**src/rtl/song_recorder.sv**
```systemverilog
// song_recorder: samples the live channel enables and waveform select once per
// song tick and writes each sample as one W-bit frame into a song RAM.
// Optional build macro: REC_SKIP_SILENCE_EN (skip leading silence after start).
module song_recorder #(
    parameter int NUM_CHANNELS = 25,
    parameter int W            = 96,
    parameter int SONG_LENGTH  = 288,
    parameter int CLK_DIVIDE   = 749999,
    parameter int ADDR_SIZE    = $clog2(SONG_LENGTH)
) (
    input  logic                    clk,
    input  logic                    rst,
    input  logic                    start,
    input  logic                    stop,
    input  logic [NUM_CHANNELS-1:0] channel_ena,
    input  logic [1:0]              waveform,
    output logic                    wr_en,
    output logic [ADDR_SIZE-1:0]    wr_addr,
    output logic [W-1:0]            wr_data,
    output logic                    recording,
    output logic                    full,
    output logic [ADDR_SIZE:0]      rec_length
);

    localparam int DIV_W = (CLK_DIVIDE > 0) ? $clog2(CLK_DIVIDE + 1) : 1;
    localparam logic [DIV_W-1:0]     DIV_MAX   = DIV_W'(CLK_DIVIDE);
    localparam logic [ADDR_SIZE-1:0] LAST_ADDR = ADDR_SIZE'(SONG_LENGTH - 1);
    // Unused low bits of each frame are padding below channel_ena/waveform.
    localparam int PAD = W - NUM_CHANNELS - 2;

    typedef enum logic [1:0] {
        IDLE = 2'd0,
        REC  = 2'd1,
        DONE = 2'd2
    } state_t;

    state_t                 state_q, state_d;
    logic [DIV_W-1:0]       div_q, div_d;
    logic                   wr_en_q, wr_en_d;
    logic [ADDR_SIZE-1:0]   wr_addr_q, wr_addr_d;
    logic [W-1:0]           wr_data_q, wr_data_d;
    logic                   full_q, full_d;
    logic [ADDR_SIZE:0]     rec_len_q, rec_len_d;
`ifdef REC_SKIP_SILENCE_EN
    // High from start until the first nonzero channel_ena is seen.
    logic                   wait_q, wait_d;
`endif
    logic                   tick;
    logic [W-1:0]           frame;

    assign frame = W'({channel_ena, waveform}) << PAD;

    // Next-state, divider, write scheduling and post-write bookkeeping.
    always_comb begin
        state_d   = state_q;
        div_d     = div_q;
        wr_en_d   = 1'b0;
        wr_addr_d = wr_addr_q;
        wr_data_d = wr_data_q;
        full_d    = full_q;
        rec_len_d = rec_len_q;
        tick      = 1'b0;
`ifdef REC_SKIP_SILENCE_EN
        wait_d    = wait_q;
`endif

        // The cycle after a write: advance address (saturating) and count it.
        if (wr_en_q) begin
            rec_len_d = rec_len_q + (ADDR_SIZE+1)'(1);
            if (wr_addr_q == LAST_ADDR) begin
                full_d = 1'b1;
            end else begin
                wr_addr_d = wr_addr_q + ADDR_SIZE'(1);
            end
        end

        case (state_q)
            IDLE, DONE: begin
                div_d = '0;
                if (start) begin
                    state_d   = REC;
                    wr_addr_d = '0;
                    rec_len_d = '0;
                    full_d    = 1'b0;
`ifdef REC_SKIP_SILENCE_EN
                    wait_d    = 1'b1;
`endif
                end
            end
            REC: begin
                if (stop) begin
                    // A tick on this cycle is dropped; a write already
                    // registered still goes out this cycle.
                    state_d = DONE;
                    div_d   = '0;
                end else if (wr_en_q && (wr_addr_q == LAST_ADDR)) begin
                    state_d = DONE;
                    div_d   = '0;
                end else begin
`ifdef REC_SKIP_SILENCE_EN
                    if (wait_q) begin
                        div_d = '0;
                        if (channel_ena != '0) begin
                            tick   = 1'b1;
                            wait_d = 1'b0;
                        end
                    end else begin
                        tick  = (div_q == DIV_MAX);
                        div_d = tick ? '0 : div_q + DIV_W'(1);
                    end
`else
                    tick  = (div_q == DIV_MAX);
                    div_d = tick ? '0 : div_q + DIV_W'(1);
`endif
                end
            end
            default: begin
                state_d = IDLE;
                div_d   = '0;
            end
        endcase

        if (tick) begin
            wr_en_d   = 1'b1;
            wr_data_d = frame;
        end
    end

    // State and output registers; reset clears everything, including a
    // write that was scheduled but not yet presented.
    always_ff @(posedge clk or posedge rst) begin
        if (rst) begin
            state_q   <= IDLE;
            div_q     <= '0;
            wr_en_q   <= 1'b0;
            wr_addr_q <= '0;
            wr_data_q <= '0;
            full_q    <= 1'b0;
            rec_len_q <= '0;
`ifdef REC_SKIP_SILENCE_EN
            wait_q    <= 1'b0;
`endif
        end else begin
            state_q   <= state_d;
            div_q     <= div_d;
            wr_en_q   <= wr_en_d;
            wr_addr_q <= wr_addr_d;
            wr_data_q <= wr_data_d;
            full_q    <= full_d;
            rec_len_q <= rec_len_d;
`ifdef REC_SKIP_SILENCE_EN
            wait_q    <= wait_d;
`endif
        end
    end

    assign wr_en      = wr_en_q;
    assign wr_addr    = wr_addr_q;
    assign wr_data    = wr_data_q;
    assign full       = full_q;
    assign rec_length = rec_len_q;
    assign recording  = (state_q == REC);

endmodule

```
**config.mk**
```make
export PLATFORM = sky130hd
export DESIGN_NAME = song_recorder
export DESIGN_NICKNAME = d
export VERILOG_FILES = /design/src/rtl/song_recorder.sv
export SDC_FILE = /design/constraint.sdc
export NUM_CORES = 1
export LEC_CHECK = 0
export CAP_MARGIN = 10
export CORE_UTILIZATION = 47
export CTS_CLUSTER_SIZE = 28
export DETAILED_ROUTE_END_ITERATION = 8
export PLACE_DENSITY = 0.95
export SLEW_MARGIN = 20
export SYNTH_ARGS = -nofsm -noshare
export SYNTH_HDL_FRONTEND = slang
export SYNTH_SLANG_ARGS = --single-unit
```
**constraint.sdc**
```tcl
create_clock -name clk -period 4.45 [get_ports clk]
set_clock_uncertainty 0.2 [all_clocks]
set_input_delay 0.89 -clock clk [delete_from_list [all_inputs] [get_ports clk]]
set_output_delay 0.89 -clock clk [all_outputs]
set_load 0.1 [all_outputs]
```
## After elaboration in Yosys (flattened, before gate mapping)

Cells that the tools add are included.

- Flip-flop bits (word level): 70
- Input bits: 31
- Output and inout port bits: 118
- Logic and storage cells: 43

- Add/subtract/negate cells: 3
- Equality and inequality tests: 6
- Mux-type cells: 23
- Reduce and logical (&&, ||, !) cells: 4

Operator list:

| cell | number |
|---|---|
| $mux W20 | 4 |
| $mux W9 | 4 |
| $mux W10 | 3 |
| $add A20 B1 Y20 const B | 1 |
| $eq A20 B20 Y1 const B | 1 |
| $add A10 B1 Y10 const B | 1 |
| $add A9 B1 Y9 const B | 1 |
| $eq A9 B9 Y1 const B | 1 |
| $mux W1 | 8 |
| $mux W2 | 3 |
| $pmux W2 S2 | 1 |
| $ne A3 B2 Y1 const B | 1 |
| $eq A2 B1 Y1 const B | 1 |
| $eq A2 B2 Y1 const B | 1 |
| $logic_not A2 Y1 | 1 |
| $ne A2 B2 Y1 const B | 1 |
| $reduce_and A2 Y1 | 1 |
| $reduce_or A2 Y1 | 1 |
| $logic_and A1 B1 Y1 | 1 |

## Longest topological paths before layout

- Depth after elaboration: 6
- Gate-level depth with buffers: 6
- Mapped depth without buffers: 5

## Least setup slack after synthesis

No wires, ideal clock.

- Path type: reg-to-reg
- From: register state_q[0]
- To: register wr_data_q[69] (netlist: wr_data[69])
- Library setup time: 125 ps
- Data arrival time: 3212 ps
- Required time: 4125 ps
- Path slack: 912 ps
- Cell stages (with the launch flop): 6
- Buffers on the path: 1
- Clock period less this slack: 3538 ps
- Path through: dfrtp_1 -> nor2b_1 -> o311ai_2 -> nor3_4 -> buf_6 -> mux2_2

- Longest elaborated chain between the ends: 2

RTL lines:

| what | line | source |
|---|---|---|
| start, declared | 37 | `state_t state_q, state_d;` |
| start signal, assigned | 144 | `state_q <= state_d;` |
| $eq A2 B1 Y1 | n/a |  |
| named net recording | 20 | `output logic recording,` |
| $mux W1 | 77 | `case (state_q)` |
| end signal, assigned | 148 | `wr_data_q <= wr_data_d;` |
| end, declared | 41 | `logic [W-1:0] wr_data_q, wr_data_d;` |

The timed path passes the listed nets, and every way through them passes these cells.
A chain may end at the register's enable or synchronous reset.

## Worst setup path after layout

- From: register state_q[0]
- To: output recording

- Longest elaborated chain between the ends: 1

RTL lines:

| what | line | source |
|---|---|---|
| $eq A2 B1 Y1 | 162 | `assign recording = (state_q == REC);` |
| end, declared | 20 |  |

Every way passes these cells.

==> metrics.yaml <==
power:
  peakVddDrop_v: 0.000338
  seqPwrFrac_pct: 40.7
  pwr-share-comb_pct: 23.7
  switching_share_pct: 36.3
  pwr-share-clk_pct: 35.6
  leakagePower_nw: 2.05
  power_density_nw_per_um2: 356
  p_sw_w: 0.000583
  internal_power_w: 0.00102
floorplanning:
  die_w_um: 90.4
  fp-row-count: 31
  coreArea_um2: 7410
  start_util_pct: 49.5
  die_h_um: 90.4
  io_pins: 149
  die-area_um2: 8170
global_routing:
  grt_use_total_pct: 19.2
  grt_max_degree: 47
  antenna_found_initial: 0
  grt-ovfl-total: 0
  grt_pass1_wl_um: 12400
  grt_pass1_vias: 2545
finish:
  register_area_um2: 1750
  area_growth_pct: 23.1
  fill_cells: 610
  drive_gt1_share_pct: 13.5
  n_antenna_cell: 0
  final_common_cell: "clkdlybuf4s50_1"
  instances_no_fill: 528
  layout_common_cells: "clkdlybuf4s50_1 (79), dfrtp_1 (70), conb_1 (69)"
  fin_nets: 458
  multiInputGateArea_um2: 1580
sta:
  post-route-period-util_pct: 74.3
  tightestPinTransition_ps: 1020
  fin_setup_tns_ps: 0
  period_minus_slack_ps: 3310
  slew_headroom_pct: 32.0
  fmax_ghz: 0.303
  setup_viol: 0
  hold_viol: 0
  rsz0062_at_grt: "false"
  drv_slew: 0
clock_tree:
  holdBufCountCts: 0
  cts_setup_buffers: 0
  clock-sinks: 70
  cts_buffer_depth: 2
  cts_resized: 0
  cts.clk_slew.worst_paths_ps: 70
  insertion_delay_ps: 350
  cts_tree: "done"
  ctsRootBufferMaster: "clkbuf_8"
  cts_buffers: 9
  cts-htree-levels: 3
worst_setup_path:
  crit_slowest_cell: "clkdlybuf4s50_1"
  r2r_start: "wr_addr[0]"
  crit_family: "buffers and inverters"
  reg2regPathDepth: 6
  path_class: "reg2out"
  max_stage_delay_ps: 1190
  path_buf_inv: 1
  end_kind: "primary output"
  path_cells: "nor2b_1 -> clkdlybuf4s50_1"
  worstPathRequired_ps: 3360
  r2r-end: "wr_data[90]"
  r2r_slack_ps: 2060
  start_kind: "flop"
  crit_arrival_ps: 2210
  crit_fanout: 4
yosys:
  synth-edff-count: 0
  netlist_area_um2: 3670
  synth_warnings: 0
  yosys_most_used_dff: "dfrtp_1"
  synth-seq-area-share_pct: 47.7
  syn_avg_cell_area_um2: 10.8
  ys_types: 47
  yosys.area.top_type: "dfrtp_1"
  ys_ff_latch: 70
  synth_top_area_share_pct: 47.7
  synthCells: 341
  synth-async-reset-ratio_pct: 100
  yosys-top-cells-area: "dfrtp_1 (48%), buf_4 (14%), mux2_2 (8.3%)"
drt:
  ant_nets: 0
  drt_pass1_iterations: 4
  vias: 2609
  via_per_inst: 4.94
  route.detailed.drc: 0
  drtIter0Drc: 95
  wl_per_cell_um: 14.1
  routed_wirelength_um: 7430
outcome:
  status: "finished, final reports clean"
place:
  gp_congestion: 0.884
  port_buffers: 79
  hpwl_um: 5390
  placed_cells: 512
hold_path:
  hold_path_class: "reg2reg"
  hold_depth: 1
  hold_end: "wr_data[80]"
  hp-start: "wr_data[80]"
flow_run:
  max_cap_viol_count: 0
[synth_stat cells (2+ instances only)]
| cell | instances |
|---|---|
| ha_1 | 3 |
| clkbuf_1 | 4 |
| or3_2 | 4 |
| nor4_1 | 3 |
| inv_1 | 7 |
| o21ai_0 | 7 |
| xnor2_1 | 11 |
| and3_1 | 3 |
| mux2_2 | 27 |
| o31ai_1 | 2 |
| nand3_1 | 14 |
| nand2_1 | 11 |
| and4_1 | 6 |
| nor2_1 | 34 |
| buf_4 | 69 |
| a31oi_1 | 2 |
| nand4_1 | 9 |
| buf_6 | 2 |
| and2_1 | 2 |
| a21oi_1 | 6 |
| nand4b_1 | 2 |
| dfrtp_1 | 70 |
| nor2b_1 | 2 |
| buf_2 | 3 |
| nor3_1 | 2 |
| xor2_1 | 15 |
[sequential cells by signal, summed over array words and instances, names as in the netlist]
signal and cells:
full 1, wr_en 1, wr_addr 9, div_q 20, rec_length 10, wr_data 27, state_q 2
[layout make-up]
class                           instances  area share (%)
Tap cell                               99            2.74
Timing Repair Buffer                   82            18.0
Clock buffer                           11            3.13
Multi-Input combinational cell        253            34.9
Clock inverter                          5            1.83
Inverter                                8           0.665
Sequential cell                        70            38.8
[worst register-to-register path: cells and delay by family (launching register included)]
family | cells | cell delay, ps
buffers and inverters | 1 | 260
and+or+nand+nor | 2 | 240
muxes | 1 | 320
adders and majority gates | 1 | 260
DFF | 1 | 410
AOI/OAI and AO/OA | 1 | 560
[how the worst max path moves through the flow]
stage | cells past startpoint | to | slack, ps | from
after floorplan | 5 | wr_data[69] | 910 | state_q[0]
after global placement | 2 | recording | 1570 | state_q[0]
after detailed placement | 2 | recording | 1550 | state_q[0]
after CTS | 2 | recording | 1160 | state_q[0]
after global routing | 2 | recording | 1040 | state_q[0]
final | 2 | recording | 1150 | state_q[0]
[power groups by stage]
stage               logic, W  registers, W  clock network (W)
floorplan           0.000378      0.000664                  0
global placement    0.000377      0.000664                  0
detailed placement  0.000380      0.000666                  0
CTS                 0.000381      0.000653           0.000580
global route        0.000394      0.000655           0.000603
finish              0.000381      0.000654           0.000571
[cell families after synthesis]
family / share of synthesized area [%]
flops: 47.7
mux: 8.56
compound gates: 4.06
buf+inv: 16.4
other cells: 0.102
fa+ha+maj: 1.02
simple gates: 16.0
xor+xnor: 6.21
[metrics by stage]
| stage | instance area [um2] | worst slack (ps) | power (W) | util [%] | hold slack, ps |
|---|---|---|---|---|---|
| floorplan | 3930 | 912 | 0.00104 | - | 255 |
| global placement | 4290 | 1570 | 0.00104 | 57.9 | 272 |
| detailed placement | 4290 | 1550 | 0.00105 | 57.9 | 294 |
| CTS | 4520 | 1160 | 0.00161 | 61.0 | 311 |
| global route | 4520 | 1040 | 0.00165 | 61.0 | 324 |
| finish | 4520 | 1150 | 0.00161 | 61.0 | 306 |
[metal layers]
layer	global-route usage (%)	vias up	wire length, um
li1	-	1196	-
met1	22.8	1271	3060
met2	33.2	128	3760
met3	4.21	14	462
met4	8.87	0	151
met5	0	-	0
No activity file was read; power rests on OpenSTA's default activity.
